File: src/rtl/wb_syscon_seq.sv
// ---------------------------------------------------------------------------
// wb_syscon_seq
//
// Wishbone SYSCON sequencer. From the single system clock it derives a
// slow-domain tick (slow_en_o, one cycle high every DIV cycles) and uses that
// tick to sequence the resets of CHANNELS Wishbone sub-domains:
//   HOLD    : every rst_o bit high for RST_CYCLES ticks after reset.
//   RELEASE : rst_o bits cleared one per tick, channel 0 first.
//   RUN     : normal operation; each channel can be put back into reset by
//             software through req_rst_i and is released again after
//             RST_CYCLES ticks.
//
// Build option:
//   WBXBC_SYSCON_STAGGER_EN  defined   -> staggered release (RELEASE state).
//                            undefined -> one extra tick after HOLD releases
//                                         every channel at once.
//
// Parameters:
//   CHANNELS   number of reset domains (>= 1)
//   DIV        fast-to-slow clock ratio (>= 2)
//   RST_CYCLES reset hold length in slow ticks (>= 1)
//
// Ports:
//   clk_i       in   system clock, rising edge
//   sync_rst_i  in   synchronous active-high reset
//   req_rst_i   in   [CHANNELS] per-channel software reset request (level)
//   slow_en_o   out  slow tick, registered
//   rst_o       out  [CHANNELS] per-channel synchronous active-high reset
//   ready_o     out  high in RUN while no channel is held in reset
// ---------------------------------------------------------------------------
module wb_syscon_seq #(
  parameter int CHANNELS   = 4,
  parameter int DIV        = 4,
  parameter int RST_CYCLES = 8
) (
  input  logic                clk_i,
  input  logic                sync_rst_i,
  input  logic [CHANNELS-1:0] req_rst_i,
  output logic                slow_en_o,
  output logic [CHANNELS-1:0] rst_o,
  output logic                ready_o
);

  localparam int DIV_W = $clog2(DIV);
  localparam int CNT_W = $clog2(RST_CYCLES + 1);

  // slow_en_o is registered, so it is loaded one count early to line up
  // with the cycle where div_cnt reaches DIV-1.
  localparam logic [DIV_W-1:0] DIV_PRE  = DIV_W'(DIV - 2);
  localparam logic [DIV_W-1:0] DIV_LAST = DIV_W'(DIV - 1);
  localparam logic [CNT_W-1:0] CNT_LAST = CNT_W'(RST_CYCLES - 1);

`ifdef WBXBC_SYSCON_STAGGER_EN
  localparam int IDX_W = (CHANNELS > 1) ? $clog2(CHANNELS) : 1;
  localparam logic [IDX_W-1:0] IDX_LAST = IDX_W'(CHANNELS - 1);

  typedef enum logic [1:0] {
    ST_HOLD,
    ST_RELEASE,
    ST_RUN
  } state_t;
`else
  typedef enum logic [1:0] {
    ST_HOLD,
    ST_RELEASE_ALL,
    ST_RUN
  } state_t;
`endif

  state_t              state;
  logic [DIV_W-1:0]    div_cnt;
  logic [CNT_W-1:0]    tick_cnt;
  logic [CNT_W-1:0]    hold_cnt [CHANNELS];
  logic [CHANNELS-1:0] pend;
`ifdef WBXBC_SYSCON_STAGGER_EN
  logic [IDX_W-1:0]    idx;
`endif

  // Clock divider: free-running modulo-DIV count and the registered tick.
  always_ff @(posedge clk_i) begin
    if (sync_rst_i) begin
      div_cnt   <= '0;
      slow_en_o <= 1'b0;
    end else begin
      slow_en_o <= (div_cnt == DIV_PRE);
      if (div_cnt == DIV_LAST) begin
        div_cnt <= '0;
      end else begin
        div_cnt <= div_cnt + DIV_W'(1);
      end
    end
  end

  // Reset sequencer. All state advances only on slow ticks, except the
  // pending flags, which capture a request in any RUN cycle so a one-cycle
  // pulse between ticks is not lost.
  always_ff @(posedge clk_i) begin
    if (sync_rst_i) begin
      state    <= ST_HOLD;
      tick_cnt <= '0;
      rst_o    <= '1;
      pend     <= '0;
`ifdef WBXBC_SYSCON_STAGGER_EN
      idx      <= '0;
`endif
      for (int n = 0; n < CHANNELS; n++) begin
        hold_cnt[n] <= '0;
      end
    end else begin
      case (state)
        ST_HOLD: begin
          if (slow_en_o) begin
            if (tick_cnt == CNT_LAST) begin
              tick_cnt <= '0;
`ifdef WBXBC_SYSCON_STAGGER_EN
              state    <= ST_RELEASE;
`else
              state    <= ST_RELEASE_ALL;
`endif
            end else begin
              tick_cnt <= tick_cnt + CNT_W'(1);
            end
          end
        end

`ifdef WBXBC_SYSCON_STAGGER_EN
        ST_RELEASE: begin
          if (slow_en_o) begin
            rst_o[idx] <= 1'b0;
            if (idx == IDX_LAST) begin
              idx   <= '0;
              state <= ST_RUN;
            end else begin
              idx <= idx + IDX_W'(1);
            end
          end
        end
`else
        ST_RELEASE_ALL: begin
          if (slow_en_o) begin
            rst_o <= '0;
            state <= ST_RUN;
          end
        end
`endif

        ST_RUN: begin
          for (int n = 0; n < CHANNELS; n++) begin
            if (slow_en_o) begin
              // A request seen on the tick itself is honoured on that tick;
              // re-requesting while in reset restarts the hold.
              if (pend[n] || req_rst_i[n]) begin
                rst_o[n]    <= 1'b1;
                hold_cnt[n] <= '0;
                pend[n]     <= 1'b0;
              end else if (rst_o[n]) begin
                if (hold_cnt[n] == CNT_LAST) begin
                  rst_o[n]    <= 1'b0;
                  hold_cnt[n] <= '0;
                end else begin
                  hold_cnt[n] <= hold_cnt[n] + CNT_W'(1);
                end
              end
            end else if (req_rst_i[n]) begin
              pend[n] <= 1'b1;
            end
          end
        end

        default: begin
          state <= ST_HOLD;
        end
      endcase
    end
  end

  // Derived directly from registered state, so it moves on the same edge
  // as the last rst_o bit.
  assign ready_o = (state == ST_RUN) && !(|rst_o);

endmodule

File: config.mk
export PLATFORM = sky130hd
export DESIGN_NAME = wb_syscon_seq
export DESIGN_NICKNAME = d
export VERILOG_FILES = /design/src/rtl/wb_syscon_seq.sv
export SDC_FILE = /design/constraint.sdc
export NUM_CORES = 1
export LEC_CHECK = 0
export BUFFER_PORTS_ARGS = -buffer_cell sky130_fd_sc_hd__buf_2
export CORE_MARGIN = 3
export CORE_UTILIZATION = 45
export CTS_CLUSTER_DIAMETER = 50
export DETAILED_ROUTE_END_ITERATION = 6
export PLACE_DENSITY_LB_ADDON = 0.15
export RECOVER_POWER = 50
export SYNTH_ARGS = -nofsm -noshare
export SYNTH_HDL_FRONTEND = slang
export SYNTH_SLANG_ARGS = --single-unit
File: constraint.sdc
create_clock -name clk_i -period 1.8 [get_ports clk_i]
set_input_delay 0.18 -clock clk_i [delete_from_list [all_inputs] [get_ports clk_i]]
set_output_delay 0.18 -clock clk_i [all_outputs]
set_load 0.005 [all_outputs]
# After elaboration in Yosys (flattened, before gate mapping)
# Memories as Yosys holds them, arrays and structs flattened.
# Index checks and enable logic that the tools add are counted.
[op_classes]
addsub = 6
eq_ne = 17
muxes = 117
bitwise_logic = 13
n_reduce_logical = 21
[op_table]
columns = ["operator", "n"]
rows = [
  ["1-bit 2-to-1 mux", 98],
  ["4-bit 2-to-1 mux", 14],
  ["4-bit by 1-bit adder with 4-bit output (second input constant)", 5],
  ["4-bit by 3-bit == test with 1-bit output (second input constant)", 5],
  ["3-bit AND reduction", 5],
  ["1-bit bitwise OR", 12],
  ["2-bit nonzero test", 5],
  ["2-bit by 1-bit inequality test with 1-bit output (second input constant)", 4],
  ["2-bit inequality test (second input constant)", 4],
  ["4-bit one-hot mux with 2 select lines", 1],
  ["2-bit == test (second input constant)", 3],
  ["2-bit 2-to-1 mux", 3],
  ["2-bit one-hot mux with 3 select lines", 1],
  ["1-bit logical OR", 4],
  ["4-bit AND reduction", 1],
  ["4-bit OR reduction", 1],
  ["2-bit by 1-bit adder with 2-bit output (second input constant)", 1],
  ["2-bit by 1-bit == test with 1-bit output (second input constant)", 1],
  ["2-bit zero test", 1],
  ["2-bit AND reduction", 1],
  ["2-bit OR reduction", 1],
  ["1-bit logical AND", 1],
  ["1-bit zero test", 1],
  ["1-bit NOT", 1],
]
[totals]
register_bits = 17
ram_bits = 16
in_bits = 6
out_inout_bits = 6
wordCells = 184
n_memories = 1
[mem_list]
columns = ["name", "words", "word_bits", "read_ports", "rd_ports_with_merged_regs", "wr", "line", "rtl"]
rows = [
  ["hold_cnt", 4, 4, 4, 0, 4, "73", "logic [CNT_W-1:0] hold_cnt [CHANNELS];"],
]

# Longest topological paths before layout
# Gate-level depths: netlist of run 1.
[logic_depth]
depth_word = 10
mapped_depth = 5
mapped_depth_nobuf = 4

# Worst setup path before layout of run 1
# Ideal clock, no wire load.
[synth_timing]
kind = "register -> register"
from = "register pend[2]"
to = "memory hold_cnt[2][0] (netlist bit), data pin"
setup_time_ns = 0.149
arrival_ns = 1.214
t_required_ns = 1.651
setup_slack_ns = 0.436
path_stages_with_launch = 4
path_buffers = 0
period_less_slack_ns = 1.364
path_cell_list = "dfxtp_1 or2_1 or4_4 nor3b_2"
[synth_lines]
columns = ["item", "line", "rtl"]
rows = [
  ["from (decl)", "74", "logic [CHANNELS-1:0] pend;"],
  ["from (signal assigned)", "102", "pend <= '0;"],
  ["from (signal, indexed assignment)", "155", "pend[n] <= 1'b0;"],
  ["from (signal, indexed assignment)", "165", "pend[n] <= 1'b1;"],
  ["to (decl)", "73", ""],
]

# Final worst setup path of run 1
[layout_timing]
from = "register rst_o[2]"
to = "output ready_o"
[layout_via]
elab_chain_len = 3
[layout_lines]
columns = ["item", "line", "rtl"]
rows = [
  ["from (decl)", "40", "output logic [CHANNELS-1:0] rst_o,"],
  ["from (signal assigned)", "101", "rst_o <= '1;"],
  ["from (signal assigned)", "141", "rst_o <= '0;"],
  ["from (signal, indexed assignment)", "153", "rst_o[n] <= 1'b1;"],
  ["4-bit OR reduction", "179", "assign ready_o = (state == ST_RUN) && !(|rst_o);"],
  ["1-bit zero test", "179", ""],
  ["1-bit logical AND", "179", ""],
  ["to (decl)", "41", "output logic ready_o"],
]
# Every way passes these cells.

==> run summary, run 1 <==
Static timing analysis puts the maximum clock frequency at 608 MHz. The final weighted congestion in routability-driven placement came out at 0.696. Critical path launch point type: a flop. The average via count per standard cell works out to 5.38.

The run finished with clean final reports. The tools report the nature of the critical path endpoint as an output pin. The worst-case hold slack is 175 ps.

Cell family with the largest share of critical-path delay: simple AND/OR/NAND/NOR gates. After synthesis, flip-flops and latches occupy 51.5% of the total area. The initial antenna violation count was 0; the number of buffer cells added on primary ports was 11. The run gives 320 ps as the worst slack at placement. The first global-routing pass estimated 4690 um of wire. For the worst setup path, the data required time is 1620 ps.

After clock tree synthesis, the clock-pin slew on the worst setup and hold paths is 90 ps. Total wirelength of the detailed-routed design: 2690 um. The number of buffers added by the clock tree synthesis step was 5; the length of the first detailed-routing pass in iterations was 4. The largest total area in the synthesized netlist belongs to edfxtp_1. The cell area after synthesis is 1590 sq um. The cell leakage power was 0.649 nW.

The number of nets produced by synthesis was 163. The number of global-route vias before repair was 1,065. The buffer type at the clock tree root was clkbuf_4. Of the total power, registers draw 63.4%. The die covers 4290 sq um. The worst-path maximum fanout was 5; the total setup violations reported at the end of the flow was 0.

The number of H-tree levels was 2. The count of nets left with antenna violations once routing finished came out at 0. The DRC violation total after the first TritonRoute iteration is 25, and the post-route setup TNS is 0 ps.

The worst-case IR drop observed on VDD is 0.000347 V. For the setup fix buffers added after clock tree synthesis, the log shows 0. The max-capacitance violation count came out at 0. The worst path in the final design needs a cycle of 1640 ps, including I/O delays and setup. The complex-gate fraction of the synthesized area is 10.4%. The post-route netlist has 13.4% of its cells at a drive strength greater than 1.

The aggregate global-route resource usage came out at 14.4%. In this run the power density over the cells is 748 nW/um^2. The post-synthesis sequential element count is 33.

Combinational logic burns 5.5% of the power. Post-CTS repair changed the size of 0 cells. After synthesis, the mean cell area works out to 10.6 sq um. Setup repair after global routing left no endpoint under its margin. The count of mapped cells out of synthesis was 150; the slew at the pin closest to its max-slew limit was 557 ps.

The cell-internal power was 1.02 mW. The floorplan has 20 rows. Total congestion overflow: 0.

Walking the worst path, the cells encountered are or4_1, nor2_1, buf_2. The clock network burns 31.1% of the power. From synthesis to final layout, the design area changed by 9.03%.

Entering global routing, the biggest net connects 15 pins. Clock latency on the worst-skew pair, taken at its later pin, is 320 ps. The number of failing hold endpoints at the final stage came out at 0.

In this design, the stage delay of the slowest critical-path cell is 560 ps. STA puts the critical path data arrival time at 1460 ps. Net switching is 21.3% of the power. After Yosys synthesis, and, or, nand and nor cells account for 24.5% of the synthesized area. The die is 65.5 um tall.

Measured along the x axis, the die boundary spans 65.5 um. Across the routed clock network, the largest skew measured is 4.15 ps. TritonCTS built the clock tree. 12 I/O pins were placed. In the synthesized netlist, mux cells make up 1.26% of the area. For the net count of the finished layout, the log shows 177. The detailed-route wire length per cell was 12.9 um; the worst slew slack as a fraction of its limit was 62.8%. The ratio of final minimum period to clock period came out at 91.3%. Yosys printed 0 warnings. Of the total synthesized cell area, the portion taken by full adders, half adders and majority gates is 5.49%. The run gives 49.8% as the initial core utilization. By area the synthesized netlist is led by edfxtp_1, dfxtp_1, ha_1. The logs give 54.3% for the share of the core filled with cells in the final layout and 33 for the number of clock sinks seen by CTS. After detailed routing, the number of remaining DRC violations is 0. Setup slack on the critical path of the routed design comes to 156 ps. Synthesis instantiated 37 different standard cells from the library.

Slowest cell on the critical path: or4_1. The number of vias after detailed routing is 1,119. The core region is 3200 sq um. The buffer depth of the longest clock path was 2; the buffering stage count on the worst path with inverters included was 1. The post-synthesis xor/xnor area fraction is 4.40%.

Overall power consumption after layout is estimated at 1.30 mW. The main combinational cell family by area after synthesis is simple AND/OR/NAND/NOR gates. Top-area cell type share of the netlist area: 30.1%. The antenna diode count came out at 0.

In this run, post-CTS hold repair placed 0 buffers. The worst hold path belongs to the class input pin to flop. The HPWL after detailed placement came out at 1950 um. The critical path in this run is classified as flop to output pin.

The final max-slew violation count is 0, and the net switching power is 0.277 mW.
[cells in the final DEF (no fill, tap or decap), types with 3 or more instances in the layout]
master	n
nand4_1	3
nand2_1	3
nor3_1	10
ha_1	7
o21bai_1	4
a221o_1	3
buf_2	9
edfxtp_1	16
xnor2_1	5
nand3_1	4
dfxtp_1	17
clkbuf_1	3
xor2_1	3
nor2_1	23
nand3b_1	6
clkbuf_4	5
nand2b_1	3
inv_1	5
a211o_1	3
a21oi_1	7
[area by class of cell]
cell class	instances	area, sq um
repair buffers	12	60.1
clock buffers	7	55.1
multi-input cells	107	728
fillers	335	1470
flip-flops and latches	33	821
well taps	44	55.1
inverters	5	18.8
[stage by stage]
stage	instances	cell area (sq um)
finish	208	1740
global route	208	1740
detailed placement	201	1690
floorplan	150	1590
CTS	208	1750
global placement	201	1690
[layer usage]
metal	vias up	part of all wire [%]	track usage, %
met5	-	0	0
met4	0	1.5	6.22
met3	5	2.9	3.76
met2	14	48	23.4
met1	527	47	18.0
li1	573	-	-
[final timing paths]
check | from | endpoint | slack, ps | cells past startpoint
setup / recovery | rst_o[2] | ready_o | 160 | 3
setup reg to reg | slow_en_o | tick_cnt[0] | 310 | 3
hold reg to reg | div_cnt[0] | div_cnt[0] | 460 | 1
hold / removal | req_rst_i[2] | pend[2] | 170 | 3
[tightest hold or removal path: stages]
cell,delay [ps]
buf_2,100
a21oi_1,60
nor3_1,110
[flip-flops by register name, summed over array words and instances, names as in the netlist]
| name | count |
|---|---|
| hold_cnt | 16 |
| pend | 4 |
| rst_o | 4 |
| tick_cnt | 4 |
| div_cnt | 2 |
| state | 2 |
| slow_en_o | 1 |
[power groups by stage]
| stage | clock network (mW) | logic (mW) | registers [mW] |
|---|---|---|---|
| 2_1_floorplan | 0 | 0.0514 | 0.838 |
| 3_3_place_gp | 0 | 0.0710 | 0.841 |
| 3_5_place_dp | 0 | 0.0724 | 0.842 |
| 4_1_cts | 0.425 | 0.0731 | 0.825 |
| 5_1_grt | 0.465 | 0.0838 | 0.829 |
| 6_report | 0.404 | 0.0715 | 0.825 |
[logic make-up after synthesis]
group	Yosys count
buffers and inverters	10
AOI/OAI and AO/OA	23
muxes	2
xor gates and xnor gates	8
DFF	33
adders and majority gates	7
and+or+nand+nor	67
[cell usage after synthesis]
| library cell | number |
|---|---|
| nor3_1 | 10 |
| ha_1 | 7 |
| or2_1 | 1 |
| dfxtp_1 | 17 |
| clkbuf_1 | 3 |
| nor2b_1 | 2 |
| and3b_1 | 1 |
| a211o_1 | 3 |
| nand2b_1 | 3 |
| nand3_1 | 4 |
| a21oi_1 | 7 |
| mux2i_1 | 2 |
| nand2b_2 | 1 |
| nor3b_2 | 3 |
| nand4_1 | 3 |
| buf_2 | 2 |
| inv_1 | 5 |
| o31a_1 | 1 |
| nand2_1 | 3 |
| edfxtp_1 | 16 |
| and4bb_2 | 2 |
| xnor2_1 | 5 |
| o21ai_1 | 1 |
| a41o_1 | 1 |
| o211ai_1 | 1 |
| or4_4 | 1 |
| o21bai_1 | 4 |
| and3_1 | 1 |
| o31ai_1 | 1 |
| nand3b_1 | 6 |
| a221o_1 | 3 |
| nor2_1 | 23 |
| o21ai_0 | 1 |
| or3b_2 | 1 |
| xor2_1 | 3 |
| or4_1 | 1 |
| and2b_1 | 1 |
No activity file was read; power rests on OpenSTA's default activity.
==> run 2, diff against run 1 <==
- PLACE_DENSITY: default -> 0.65
- PLACE_DENSITY_LB_ADDON: 0.15 -> default
==> run 2 against run 1 <==
Against the previous run:
- via count down 0.27%
- register-to-register slack worse by 50 ps
- sequential share of layout area grew 0.38 points
- clock-buffer cell count did not move
- critical endpoint unchanged
- largest cell class unchanged
- highest routed layer unchanged
==> run summary, run 2 (synthesized netlist as in run 1, its figures left out) <==
From synthesis to final layout, the design area changed by 8.16%. The placement row count came out at 20 (unchanged). The number of H-tree levels is 2 (unchanged). For hold timing, the worst endpoint is pend[2]. The tightest min-delay check is of the input pin to flop type.

The number of clock sinks seen by CTS is 33 (unchanged), and the number of buffer cells added on primary ports is 11 (unchanged). The tools report the max-capacitance violation count as 0 (unchanged). The register with the most flip-flops in the final layout is hold_cnt. The ratio of final minimum period to clock period came out at 91.8% (+0.48 points). The tools report the number of routed nets with antenna violations as 0 (unchanged).

The power density over cell area was 744 nW/um^2 (-0.60%); the number of failing hold endpoints at the final stage was 0 (unchanged). The area enclosed by the die boundary was 4290 sq um (unchanged); the setup fix buffers added after clock tree synthesis was 0 (unchanged). The core region area was 3200 sq um (unchanged).

The post-cts repair resize count is 0 (unchanged). Clock tree synthesis selected as its root buffer the cell clkbuf_4. The total wirelength of the detailed-routed design came out at 2800 um (+4.0%). The antenna diode count came out at 0 (unchanged). The run finished with clean final reports.

The detailed-route wire length per cell is 13.4 um (+4.0%). The DRC violation count after routing is 0 (unchanged). The proportion of power drawn by flip-flops and latches is 64.3% (+0.9 points), and the maximum achievable frequency is 605 MHz (-0.52%). The die width is 65.5 um (unchanged), and the vertical die dimension is 65.5 um (unchanged). The run gives 30.2% (-0.9 points) as the fraction of power consumed by the clock network. The tools report the final worst clock skew as 5.66 ps (+1.51 ps). The worst setup path is launched from a flop. The run gives 0 (unchanged) as the final max-slew violation count. The fraction of power spent switching nets is 23.0% (+1.6 points).

The run gives 5.5% (about the same) as the combinational cell fraction of total power. On the critical path, the stage with the largest delay is an instance of or4_1. The tools report the source of the worst hold timing path as req_rst_i[2].

Launching point of the worst reg2reg path: state[1]. The hold-fix buffer count after cts was 0 (unchanged). The tools report the arrival time of data at the critical path endpoint as 1470 ps (about the same).

Clock transition time at the flip-flop clock pins of the worst setup and hold paths: 100 ps (about the same). The average via count per standard cell was 5.37 (-0.27%). The net switching power was 0.294 mW (+6.2%); the worst slew slack as a fraction of its limit was 64.5% (+1.7 points). The cell leakage power was 0.640 nW (-1.4%); the number of top-level pins was 12 (unchanged). The library cell used most frequently in the layout, excluding fill and tap cells, is nor2_1. The worst setup path is captured at an output pin. The worst-path maximum fanout was 5 (unchanged).

The worst reg2reg path depth came out at 2 (-1). Total setup violations reported at the end of the flow: 0 (unchanged). The overall power of the completed layout was 1.28 mW (-1.4%); the critical path data required time was 1620 ps (about the same).

Critical register-to-register path endpoint: hold_cnt[0][2]. For the initial core utilization, the log shows 49.8% (unchanged). The peak supply drop is 0.000470 V (+36%). The buffer depth of the longest clock path was 2 (unchanged); the time the final worst path needs with I/O delays and setup was 1650 ps (+8.64 ps). The global-route wire length before repair was 5040 um (+7.6%). The initial antenna violation count is 0 (unchanged). The DRC violation total after the first TritonRoute iteration was 55 (+120%); the layout cell share with drive strength beyond 1 was 12.2% (-1.2 points).

The category of the critical setup timing path was flop to output pin. The top cell types in the final layout, fill and taps aside, are nor2_1, dfxtp_1, edfxtp_1. The final weighted congestion in routability-driven placement was 0.724 (+4.1%). The run gives 26 (+11) as the largest net degree at the start of global routing.

TritonCTS built the clock tree. The largest incremental delay on the critical path is 530 ps (-30 ps). The number of fillers in the final layout came out at 304 (-9.3%). Setup repair after global routing left no endpoint under its margin. The number of flip-flops in the largest register is 16 (unchanged). The number of cells on the worst hold path was 3 (unchanged). The logs give 0 (unchanged) for the total congestion overflow and 1,116 (-0.27%) for the number of vias after detailed routing. The net count of the finished layout came out at 176 (-0.56%). Number of buffers added by the clock tree synthesis step: 5 (unchanged). The critical path goes through or4_1, nor2_1, buf_2. For the aggregate global-route resource usage, the log shows 15.5% (+1.1 points). The slew at the pin closest to its max-slew limit is 532 ps (-25.2 ps). For the HPWL after detailed placement, the log shows 2040 um (+4.5%).

The most critical setup path has its startpoint at rst_o[2]. The later-pin clock latency in the skew report came out at 330 ps (about the same). The tools report the cell-internal power as 0.988 mW (-3.5%). The post-route setup TNS came out at 0 ps (unchanged). The run gives 4 (unchanged) as the length of the first detailed-routing pass in iterations.

The register-to-register path setup slack was 260 ps (-50 ps); the number of global-route vias before repair was 1,116 (+4.8%).
-- run 2: changes by cell type in the layout (fill, tap and decap cells not counted), sizes merged --
cell / change
buf: -1
clkinv: +1
-- run 2: layout make-up --
class	instances	area [sq um]	share of cell area (%)
clock inverter	1	3.75	0.218
clock buffer	7	45.0	2.61
tap	44	55.1	3.19
inverter	5	18.8	1.09
multi-input combinational	107	728	42.2
sequential	33	821	47.6
timing repair buffer	11	52.6	3.05
-- run 2: worst max path at each step --
| stage | endpoint | slack [ps] | depth (start not counted) |
|---|---|---|---|
| floorplan | hold_cnt[2][0] | 440 | 3 |
| global placement | hold_cnt[0][0] | 370 | 2 |
| detailed placement | hold_cnt[0][1] | 230 | 2 |
| CTS | ready_o | 110 | 3 |
| global route | ready_o | 30 | 3 |
| finish | ready_o | 150 | 3 |
-- run 2: metrics by stage --
step | hold slack (ps) | std cells | util (%) | setup WS (ps) | area, sq um
after global placement | 436 | 200 | 52.5 | 370 | 1680
after detailed placement | 456 | 200 | 52.5 | 229 | 1680
after CTS | 145 | 208 | 54.1 | 109 | 1730
after global routing | 152 | 208 | 53.8 | 33.9 | 1720
final | 155 | 208 | 53.8 | 147 | 1720
after floorplan | 366 | 150 | - | 436 | 1590
-- run 2: per-layer routing --
metal  part of all wire (%)  GRT usage, %  vias to the layer above
met4                    1.8          6.22                        0
met5                      0             0                        -
met3                    4.7          5.64                        7
met1                     48          18.9                      518
li1                       -             -                      573
met2                     45          24.8                       18
-- run 2: power by group through the flow --
stage          registers, mW  clock network [mW]  logic, mW
6_report               0.825               0.387     0.0704
5_1_grt                0.830               0.443     0.0826
4_1_cts                0.825               0.406     0.0723
3_5_place_dp           0.843                   0     0.0718
3_3_place_gp           0.840                   0     0.0690
2_1_floorplan          0.838                   0     0.0514
-- run 2: worst max-delay path, delay by kind of cell, from the launching register on --
family        cells  cell delay (ps)
simple gates      2              650
buf+inv           1              120
flops             1              370
==> run 3, diff against run 2 <==
- ABC_AREA: default -> 1
==> run 3 against run 2 <==
Against the previous run:
- clock-buffer cell count unchanged
- routed wire length up 2.4%
- combinational power increased by 13%
- core utilization grew 1.3 points
- synthesized cell count is 22% higher
==> run summary, run 3 <==
The final weighted congestion in routability-driven placement was 0.786 (+8.6%); the worst slew slack as a fraction of its limit was 60.4% (-4.1 points). The worst-path maximum fanout was 7 (+2); the cell area after synthesis was 1590 sq um (-0.55%). Leaving out fill and tap cells, the most frequent cells in the layout are nor2_1, nand2_1, inv_1. The endpoint identified for the worst register-to-register timing path is hold_cnt[0][0]. By area the synthesized netlist is led by edfxtp_1, dfxtp_1, nand2_1.

Cell leakage power: 0.756 nW (+18%). The largest total area in the synthesized netlist belongs to edfxtp_1. The number of fillers in the final layout was 320 (+5.3%); the slew at the pin closest to its max-slew limit was 588 ps (+56.0 ps). The count of mapped cells out of synthesis was 183 (+22%); the aggregate global-route resource usage was 14.9% (-0.58 points).

The number of H-tree levels came out at 2 (unchanged). The logs give 0 (unchanged) for the number of failing hold endpoints at the final stage and 49 (-11%) for the DRC violation total after the first TritonRoute iteration. The fraction of power spent switching nets came out at 21.1% (-1.9 points). The run gives 166 ps (+18.3 ps) as the final setup slack of the worst path. The critical path data required time came out at 1620 ps (about the same). For the cell-internal power, the log shows 1.17 mW (+19%).

The flow ran to the end, and the final reports show no timing, DRC or antenna violations. The cell area after layout was 1770 sq um (+2.4%); the worst-case hold slack was 136 ps (-19.2 ps). The vertical die dimension was 65.4 um (-0.24%).

The source of the worst hold timing path is req_rst_i[1]. The logs give 1690 sq um (+0.22%) for the cell area reported after detailed placement and 5 (unchanged) for the number of buffers added by the clock tree synthesis step. Total wirelength of the detailed-routed design: 2860 um (+2.4%). The register with the most flip-flops in the final layout is hold_cnt.

The logs give 2 (unchanged) for the buffer depth of the longest clock path and 49.5% (-0.27 points) for the initial core utilization. The number of flip-flops in the largest register is 16 (unchanged), and the detailed-route wire length per cell is 11.7 um (-13%). The final max-slew violation count was 0 (unchanged). The number of cells on the worst hold path is 3 (unchanged), and the core region area is 3200 sq um (unchanged).

For the number of routed nets with antenna violations, the log shows 0 (unchanged). The tools report the DRC violation count after routing as 0 (unchanged). The layout cell share with drive strength beyond 1 was 11.9% (-0.25 points); the average via count per standard cell was 4.95 (-7.8%). The later-pin clock latency in the skew report is 330 ps (about the same), and the peak supply drop is 0.000584 V (+24%).

The fraction of power consumed by the clock network came out at 38.9% (+8.7 points). Among all flip-flop cells after synthesis, the most frequent one is dfxtp_1. For the worst slack at placement, the log shows 127 ps (-101 ps). In the synthesized netlist, the cells that appear most often are nand2_1, nor2_1, inv_1, nand3_1, dfxtp_1.

The largest net degree at the start of global routing was 12 (-54%); the post-synthesis sequential element count was 33 (unchanged). The time the final worst path needs with I/O delays and setup was 1630 ps (-18.3 ps); the number of enable flip-flop cells after synthesis was 16 (unchanged). The net count of the finished layout is 213 (+21%). The max-capacitance violation count is 0 (unchanged). The library cell used most frequently in the layout, excluding fill and tap cells, is nor2_1. From synthesis to final layout, the design area changed by 11.4%.

Number of vias after detailed routing: 1,212 (+8.6%). The launching point of the worst reg2reg path was state[1]. For the maximum achievable frequency, the log shows 612 MHz (+1.1%). The arrival time of data at the critical path endpoint was 1450 ps (-20 ps). For the net switching power, the log shows 0.313 mW (+6.3%). The initial antenna violation count came out at 0 (unchanged). Global-route wire length before repair: 4890 um (-3.1%). Share of the core filled with cells in the final layout: 55.1% (+1.3 points).

The number of top-level pins was 12 (unchanged). Setup repair after global routing left no endpoint under its margin. The number of buffer cells added on primary ports works out to 11 (unchanged). The share of the yosys chip area belonging to registers was 51.8% (+0.28 points). The antenna diode count was 0 (unchanged). The power density over cell area is 840 nW/um^2 (+13%). Clock tree synthesis selected as its root buffer the cell clkbuf_4. The worst setup path is captured at an output pin.

The number of nets produced by synthesis is 196 (+20%). TritonCTS built the clock tree. The top-area cell type share of the netlist area was 30.3% (+0.17 points); the post-route setup TNS was 0 ps (unchanged).

Combinational cell fraction of total power: 5.4% (about the same). The share of synthesized flip-flops with an asynchronous set or reset works out to 0% (unchanged). The slowest stage of the critical path belongs to the cell dfxtp_1. The average footprint of a synthesized cell was 8.66 sq um (-18%). The capture endpoint of the worst hold path was pend[1]. The number of clock sinks seen by CTS is 33 (unchanged).

The clock transition time at the flip-flop clock pins of the worst setup and hold paths was 100 ps (about the same). The register-to-register path setup slack is 270 ps (about the same). The category of the critical setup timing path is flop to output pin. For the count of unique library cells instantiated by Yosys, the log shows 23 (-38%). The die width came out at 65.4 um (-0.24%). The area enclosed by the die boundary is 4270 sq um (-0.49%).

The critical path goes through inv_1, nand2_1, nor4_1, buf_2. The run gives 55.8% (-8.5 points) as the proportion of power drawn by flip-flops and latches. The length of the first detailed-routing pass in iterations is 5 (+1), and the HPWL after detailed placement is 2170 um (+6.3%).

The critical path launch point type is a flop. The ratio of final minimum period to clock period was 90.8% (-1.0 points); the number of global-route vias before repair was 1,138 (+2.0%). Placement row count: 20 (unchanged). The largest incremental delay on the critical path works out to 340 ps (-190 ps).

The worst reg2reg path depth is 2 (unchanged), and the total setup violations reported at the end of the flow is 0 (unchanged). The final worst clock skew came out at 4.85 ps (-0.814 ps). For the total congestion overflow, the log shows 0 (unchanged). Class of the tightest hold or removal check: input pin to flop. The run gives 0 (unchanged) as the number of warning messages in the yosys log.
-- run 3: changes by cell type in the layout (fill, tap and decap cells not counted), sizes merged, moves of 3 or more --
cell    before  now
nor3        10    3
nand2b       4    0
o21bai       4    1
nor3b        3    0
nand3b       6    0
nor2        23   32
nand2        3   31
nand4        3    0
a211o        3    0
a221o        3    0
xor2         3    6
nand3        4   23
inv          5   26
-- run 3: repair_timing --
action | CTS | global route
setup buffers | 0 | 0
setup endpoints to repair | 0 | 8
hold buffers | 0 | 0
gates resized for setup | 0 | 2
-- run 3: final cells by class --
class	count	area (sq um)	area share, %
sequential	33	821	46.5
multi-input combinational	121	642	36.4
tap	44	55.1	3.12
clock inverter	1	30.0	1.70
timing repair buffer	12	61.3	3.47
inverter	27	101	5.74
clock buffer	7	55.1	3.12
-- run 3: how the worst max path moves through the flow --
stage / startpoint / slack [ps] / end
2_1_floorplan: state[1] / 450 / hold_cnt[1][0]
4_1_cts: state[1] / 110 / hold_cnt[2][1]
6_report: state[0] / 170 / ready_o
3_5_place_dp: state[1] / 130 / hold_cnt[2][3]
3_3_place_gp: state[1] / 240 / hold_cnt[1][0]
5_1_grt: state[1] / 60 / ready_o
-- run 3: cells by family after synthesis --
group	synth area share, %
xor+xnor	5.52
buf+inv	7.42
flops	51.8
simple gates	25.4
fa+ha+maj	5.52
compound gates	4.34
-- run 3: metal layers --
layer	vias to the layer above	track usage (%)	part of all wire, %
met5	-	0	0
met4	0	5.44	1.9
met3	8	4.62	6.1
met2	32	24.4	47
met1	546	18.5	45
li1	626	-	-
-- run 3: worst max-delay path, delay by kind of cell, from the launching register on --
| kind | cells | cell delay, ps |
|---|---|---|
| and+or+nand+nor | 2 | 430 |
| DFF | 1 | 340 |
| buffers and inverters | 2 | 360 |
-- run 3: stage by stage --
stage                     std cells  total power, mW
after floorplan                 183            0.897
after global placement          237            0.920
after detailed placement        237            0.926
after CTS                       245             1.50
after global routing            245             1.55
final                           245             1.48
-- run 3: power groups by stage --
stage	combinational, mW	clock, mW	sequential (mW)
final	0.0795	0.577	0.828
after detailed placement	0.0808	0	0.845
after global placement	0.0771	0	0.842
after global routing	0.0932	0.630	0.831
after floorplan	0.0569	0	0.840
after CTS	0.0810	0.589	0.828
